<file path="src/rtl/cpu_pkg.sv">
// Shared CPU definitions: datapath width, PC increment and fetch FSM encoding.
package cpu_pkg;

    localparam int XLEN = 32;
    localparam logic [XLEN-1:0] PC_STEP = 32'd4;

    typedef enum logic [1:0] {
        IDLE  = 2'd0,
        REQ   = 2'd1,
        VALID = 2'd2
    } fetch_state_t;

endpackage

</file>
<file path="src/rtl/fetch_unit.sv">
// PC register and instruction-fetch stage: req/ack to instruction memory,
// valid/ready to decode, with redirect handling that discards stale fetches.
//
// state | meaning
// IDLE  | load imem_addr from pc, or retarget pc on redirect
// REQ   | request outstanding; kill marks the returning data as stale
// VALID | instruction held for decode; pc equals inst_pc
module fetch_unit
    import cpu_pkg::*;
#(
    parameter logic [XLEN-1:0] RESET_PC = 32'h0000_0000
) (
    input  logic            clk,
    input  logic            rst_n,
    input  logic [XLEN-1:0] next_pc,
    input  logic            redirect,
    output logic [XLEN-1:0] pc_plus4,
    output logic            imem_req,
    output logic [XLEN-1:0] imem_addr,
    input  logic            imem_ack,
    input  logic [XLEN-1:0] imem_rdata,
    output logic            inst_valid,
    input  logic            inst_ready,
    output logic [XLEN-1:0] inst,
    output logic [XLEN-1:0] inst_pc
);

    localparam logic [XLEN-1:0] RESET_PC_AL = {RESET_PC[XLEN-1:2], 2'b00};

    fetch_state_t    state_q, state_d;
    logic [XLEN-1:0] pc_q, pc_d;
    logic [XLEN-1:0] addr_q, addr_d;
    logic [XLEN-1:0] inst_q, inst_d;
    logic [XLEN-1:0] inst_pc_q, inst_pc_d;
    logic            kill_q, kill_d;
    logic [XLEN-1:0] target;
    logic            unused_lsbs;

    assign target      = {next_pc[XLEN-1:2], 2'b00};
    assign unused_lsbs = ^next_pc[1:0];

    always_ff @(posedge clk or negedge rst_n) begin
        if (!rst_n) begin
            state_q   <= IDLE;
            pc_q      <= RESET_PC_AL;
            addr_q    <= RESET_PC_AL;
            inst_q    <= '0;
            inst_pc_q <= RESET_PC_AL;
            kill_q    <= 1'b0;
        end else begin
            state_q   <= state_d;
            pc_q      <= pc_d;
            addr_q    <= addr_d;
            inst_q    <= inst_d;
            inst_pc_q <= inst_pc_d;
            kill_q    <= kill_d;
        end
    end

    always_comb begin
        state_d   = state_q;
        pc_d      = pc_q;
        addr_d    = addr_q;
        inst_d    = inst_q;
        inst_pc_d = inst_pc_q;
        kill_d    = kill_q;

        case (state_q)
            IDLE: begin
                if (redirect) begin
                    pc_d = target;
                end else begin
                    addr_d  = pc_q;
                    state_d = REQ;
                end
            end
            REQ: begin
                if (redirect) begin
                    pc_d = target;
                end
                if (imem_ack) begin
                    // A redirect seen now or earlier in this request makes the data stale.
                    if (kill_q || redirect) begin
                        kill_d  = 1'b0;
                        state_d = IDLE;
                    end else begin
                        inst_d    = imem_rdata;
                        inst_pc_d = addr_q;
                        state_d   = VALID;
                    end
                end else if (redirect) begin
                    kill_d = 1'b1;
                end
            end
            VALID: begin
                if (redirect || inst_ready) begin
                    pc_d    = target;
                    state_d = IDLE;
                end
            end
            default: begin
                state_d = IDLE;
            end
        endcase
    end

    assign pc_plus4   = pc_q + PC_STEP;
    assign imem_req   = (state_q == REQ);
    assign inst_valid = (state_q == VALID);
    assign imem_addr  = addr_q;
    assign inst       = inst_q;
    assign inst_pc    = inst_pc_q;

endmodule
</file>
<file path="config.mk">
export PLATFORM = sky130hd
export DESIGN_NAME = fetch_unit
export DESIGN_NICKNAME = d
export VERILOG_FILES = /design/src/rtl/cpu_pkg.sv /design/src/rtl/fetch_unit.sv
export SDC_FILE = /design/constraint.sdc
export NUM_CORES = 1
export LEC_CHECK = 0
export ABC_AREA = 0
export CAP_MARGIN = 20
export CORE_MARGIN = 1
export CORE_UTILIZATION = 40
export DETAILED_ROUTE_END_ITERATION = 10
export GPL_TIMING_DRIVEN = 0
export MAX_ROUTING_LAYER = met4
export PLACE_DENSITY = 0.78
export RECOVER_POWER = 50
export SKIP_LAST_GASP = 1
export SLEW_MARGIN = 20
export SYNTH_ARGS = -nofsm -noshare
export SYNTH_HDL_FRONTEND = slang
export SYNTH_SLANG_ARGS = --single-unit
</file>
<file path="constraint.sdc">
create_clock -name clk -period 1.65 [get_ports clk]
set_input_delay 0.33 -clock clk [delete_from_list [all_inputs] [get_ports clk]]
set_output_delay 0.33 -clock clk [all_outputs]
set_load 0.02 [all_outputs]
</file>
==> results.toml <==
[run_status]
outcome = "finished, violations left"
violations = "negative setup slack"

[timing]
relSlewSlack_pct = 37.6
finalCritPeriodShare_pct = 143
maxSlewViolCount = 0
rsz0062_at_grt = "yes"
tightest_slew_ns = 0.936
finalHoldViolations = 0
setup_slack_ns = -0.708
period_minus_slack_ns = 2.36
fmax_mhz = 424
skew_ns = 0.00444
fin_setup_tns_ns = -20.87
final-setup-viol-count = 127

[pwr]
ir_worst_vdd_mv = 1.05
p_leak_nw = 3.92
p_comb_share_pct = 38.5
power_density_nw_per_um2 = 1750
power_mw = 15.0
p_seq_share_pct = 35.0
p_sw_mw = 5.22
swShare_pct = 34.9
clkPwrFrac_pct = 26.5
p_int_mw = 9.75

[logic_synthesis]
synth_cells = 367
ys_seq_elements = 125
synth_top_area_cell = "dfrtp_1"
post_synth_instance_area_um2 = 5300
synth_cell_types = 29
avgSynthCellArea_um2 = 14.5
ys_warn_count = 0
seq_area_frac_synth_pct = 59.0
netlist_top_cells_area = "dfrtp_1 (59%), mux2_2 (24%), xnor2_1 (3.5%)"
synth_top_cell_area_share_pct = 59.0

[die]
die_y_um = 117
num_rows = 41
core_um2 = 12800
io_pins = 199
initial_core_util_pct = 41.5
die_w_um = 117
die-area_um2 = 13700

[detailed_routing]
num_vias = 3913
via_per_inst = 4.87
firstDrtPassIters = 4
drc = 0
drt-wirelength-per-cell_um = 17.1
drt_iter0_markers = 149
drt.antenna.violating_nets = 0
wl_um = 13700

[grt]
busiest_layer = "met2"
grt.total_usage_pct = 21.3
grt_pass1_wl_um = 20800
grt_overflow = 0
grt_pass1_vias = 4072
gr-usage-met2_pct = 34.9
grt_max_degree = 68
antenna_found_initial = 0
use_met1_pct = 25.8
grtUsageMet3_pct = 4.53

[cells_and_area]
area_delta_synth_final_pct = 61.7
final_layout_size_suffix_gt1_share_pct = 46.4
multi_input_area_um2 = 2360
nNetsFinal = 688
layout_commonest_cell = "mux2_2"
fillCellCount = 947
finish.utilization_pct = 67.2
antenna_cells = 0
final_cell_mix = "mux2_2 (115), dfrtp_1 (113), dlygate4sd2_1 (92)"
ff_latch_area_um2 = 3140
final_area_um2 = 8580

[critical_path]
arrival_ns = 2.03
cpMaxStageDelayCell = "dfrtp_2"
path_class = "flop to output pin"
cp_slowest_stage_delay_ns = 0.42
cp_cell_sequence = "nand4_4 > nor4_4 > buf_6 > nand4_1 > xnor2_2 > buf_4"
start_kind = "flop"
worst_ep_required_time_ns = 1.32
worst-path-max-fanout = 8
worst_setup_path_end_kind = "output pin"

[clock_network]
htree_levels = 4
clkSlewWorstSetupHoldPaths_ns = 0.06
cts_tree = "yes"
clockBufferDepth = 2
cts_made_buffers = 17
root_buffer = "clkbuf_16"
insertion_delay_ns = 0.41
cts_sinks = 125

[place]
post-place-ws_ns = -1.08
hpwlAfterDp_um = 9200
io_buffers = 190
post_dp_cell_area_um2 = 7620
gp_congestion = 0.764

[run]
cap_violations = 0

[hold_path]
hp-class = "input pin to flop"
[worst paths after layout]
kind                            start            end  slack (ns)  cells past startpoint
max                           pc_q[7]   pc_plus4[27]       -0.71                      6
max reg2reg                state_q[1]  imem_addr[22]       -0.21                      3
min                        next_pc[2]        pc_q[2]        0.47                      3
min in group asynchronous       rst_n    inst_pc[20]        0.62                      2
max in group asynchronous       rst_n       pc_q[27]        0.19                      3
min reg2reg                  inst[30]       inst[30]        0.49                      1
[through the flow]
stage | cells | hold WS [ns]
6_report | 803 | 0.469
5_1_grt | 803 | 0.498
4_1_cts | 788 | 0.452
3_5_place_dp | 735 | 0.372
3_3_place_gp | 734 | 0.477
2_1_floorplan | 372 | 0.0344
[per-layer routing]
metal | part of all wire (%) | vias to the layer above
met5 | 0 | -
met1 | 43 | 1955
li1 | - | 1800
met4 | 1.1 | 0
met3 | 4.6 | 15
met2 | 51 | 143
[area by class of cell]
cell class | instances | area share, %
inverters | 6 | 0.263
repair buffers | 227 | 23.7
plain buffers | 20 | 1.97
well taps | 172 | 2.51
clock inverters | 11 | 1.91
clock buffers | 21 | 5.48
multi-input cells | 221 | 27.5
flip-flops and latches | 125 | 36.6
[critical path, delay by kind of cell (launching register included)]
kind / cells / cell delay [ns]
flip-flops: 1 / 0.42
buffers and inverters: 2 / 0.33
XOR/XNOR: 1 / 0.18
AND/OR/NAND/NOR: 3 / 0.67
[cells by family (layout without fill, tap and decap cells)]
| kind of cell | count (synthesis) | count (layout) | synth area share, % |
|---|---|---|---|
| buffers and inverters | 26 | 285 | 2.71 |
| AND/OR/NAND/NOR | 58 | 58 | 7.15 |
| AO/OA/AOI/OAI | 9 | 9 | 0.967 |
| adder cells (fa/ha/maj) | 1 | 1 | 0.236 |
| multiplexers | 119 | 119 | 25.3 |
| other | 1 | 6 | 0.0707 |
| flip-flops | 125 | 125 | 59.0 |
| XOR/XNOR | 28 | 28 | 4.62 |
[registers in the layout, indices dropped and copies added, names as in the netlist]
| register | cells |
|---|---|
| inst | 32 |
| imem_addr | 30 |
| inst_pc | 30 |
| pc_q | 30 |
| state_q | 2 |
| kill_q | 1 |
[what timing repair did]
action / 4_1_cts / 5_1_grt
hold buffers: 1 / 0
pin swaps: 14 / 18
gates resized for setup: 290 / 42
setup buffers: 20 / 15
endpoints found under the hold margin: 66 / 0
endpoints found under the setup margin: 233 / 94
[synthesized netlist by cell type]
cell     count
dfrtp_1    125
o41ai_1      1
and4_1       1
nand4_4      2
a21o_1       1
conb_1       1
nand3_2      1
buf_4        6
nand4_1      9
and2_1       1
buf_2       13
nor2b_1      1
and3_1       3
buf_6        1
ha_1         1
nand3_1     13
nand2_1     11
or2_1        1
xnor2_1     21
inv_1        6
o21ai_0      3
nor3_1       4
xor2_1       7
nor2_1       7
mux2_2     115
mux2_1       4
and3_2       1
a21oi_1      4
nor4_4       3
[power by group through the flow]
stage          registers [mW]  logic, mW  clock network, mW
2_1_floorplan            6.58       1.82                  0
3_3_place_gp             5.24       6.29                  0
4_1_cts                  5.25       5.70               4.04
6_report                 5.24       5.77               3.97
5_1_grt                  5.41       6.16               4.17
3_5_place_dp             5.33       6.37                  0
(Power assumes the default switching activity.)
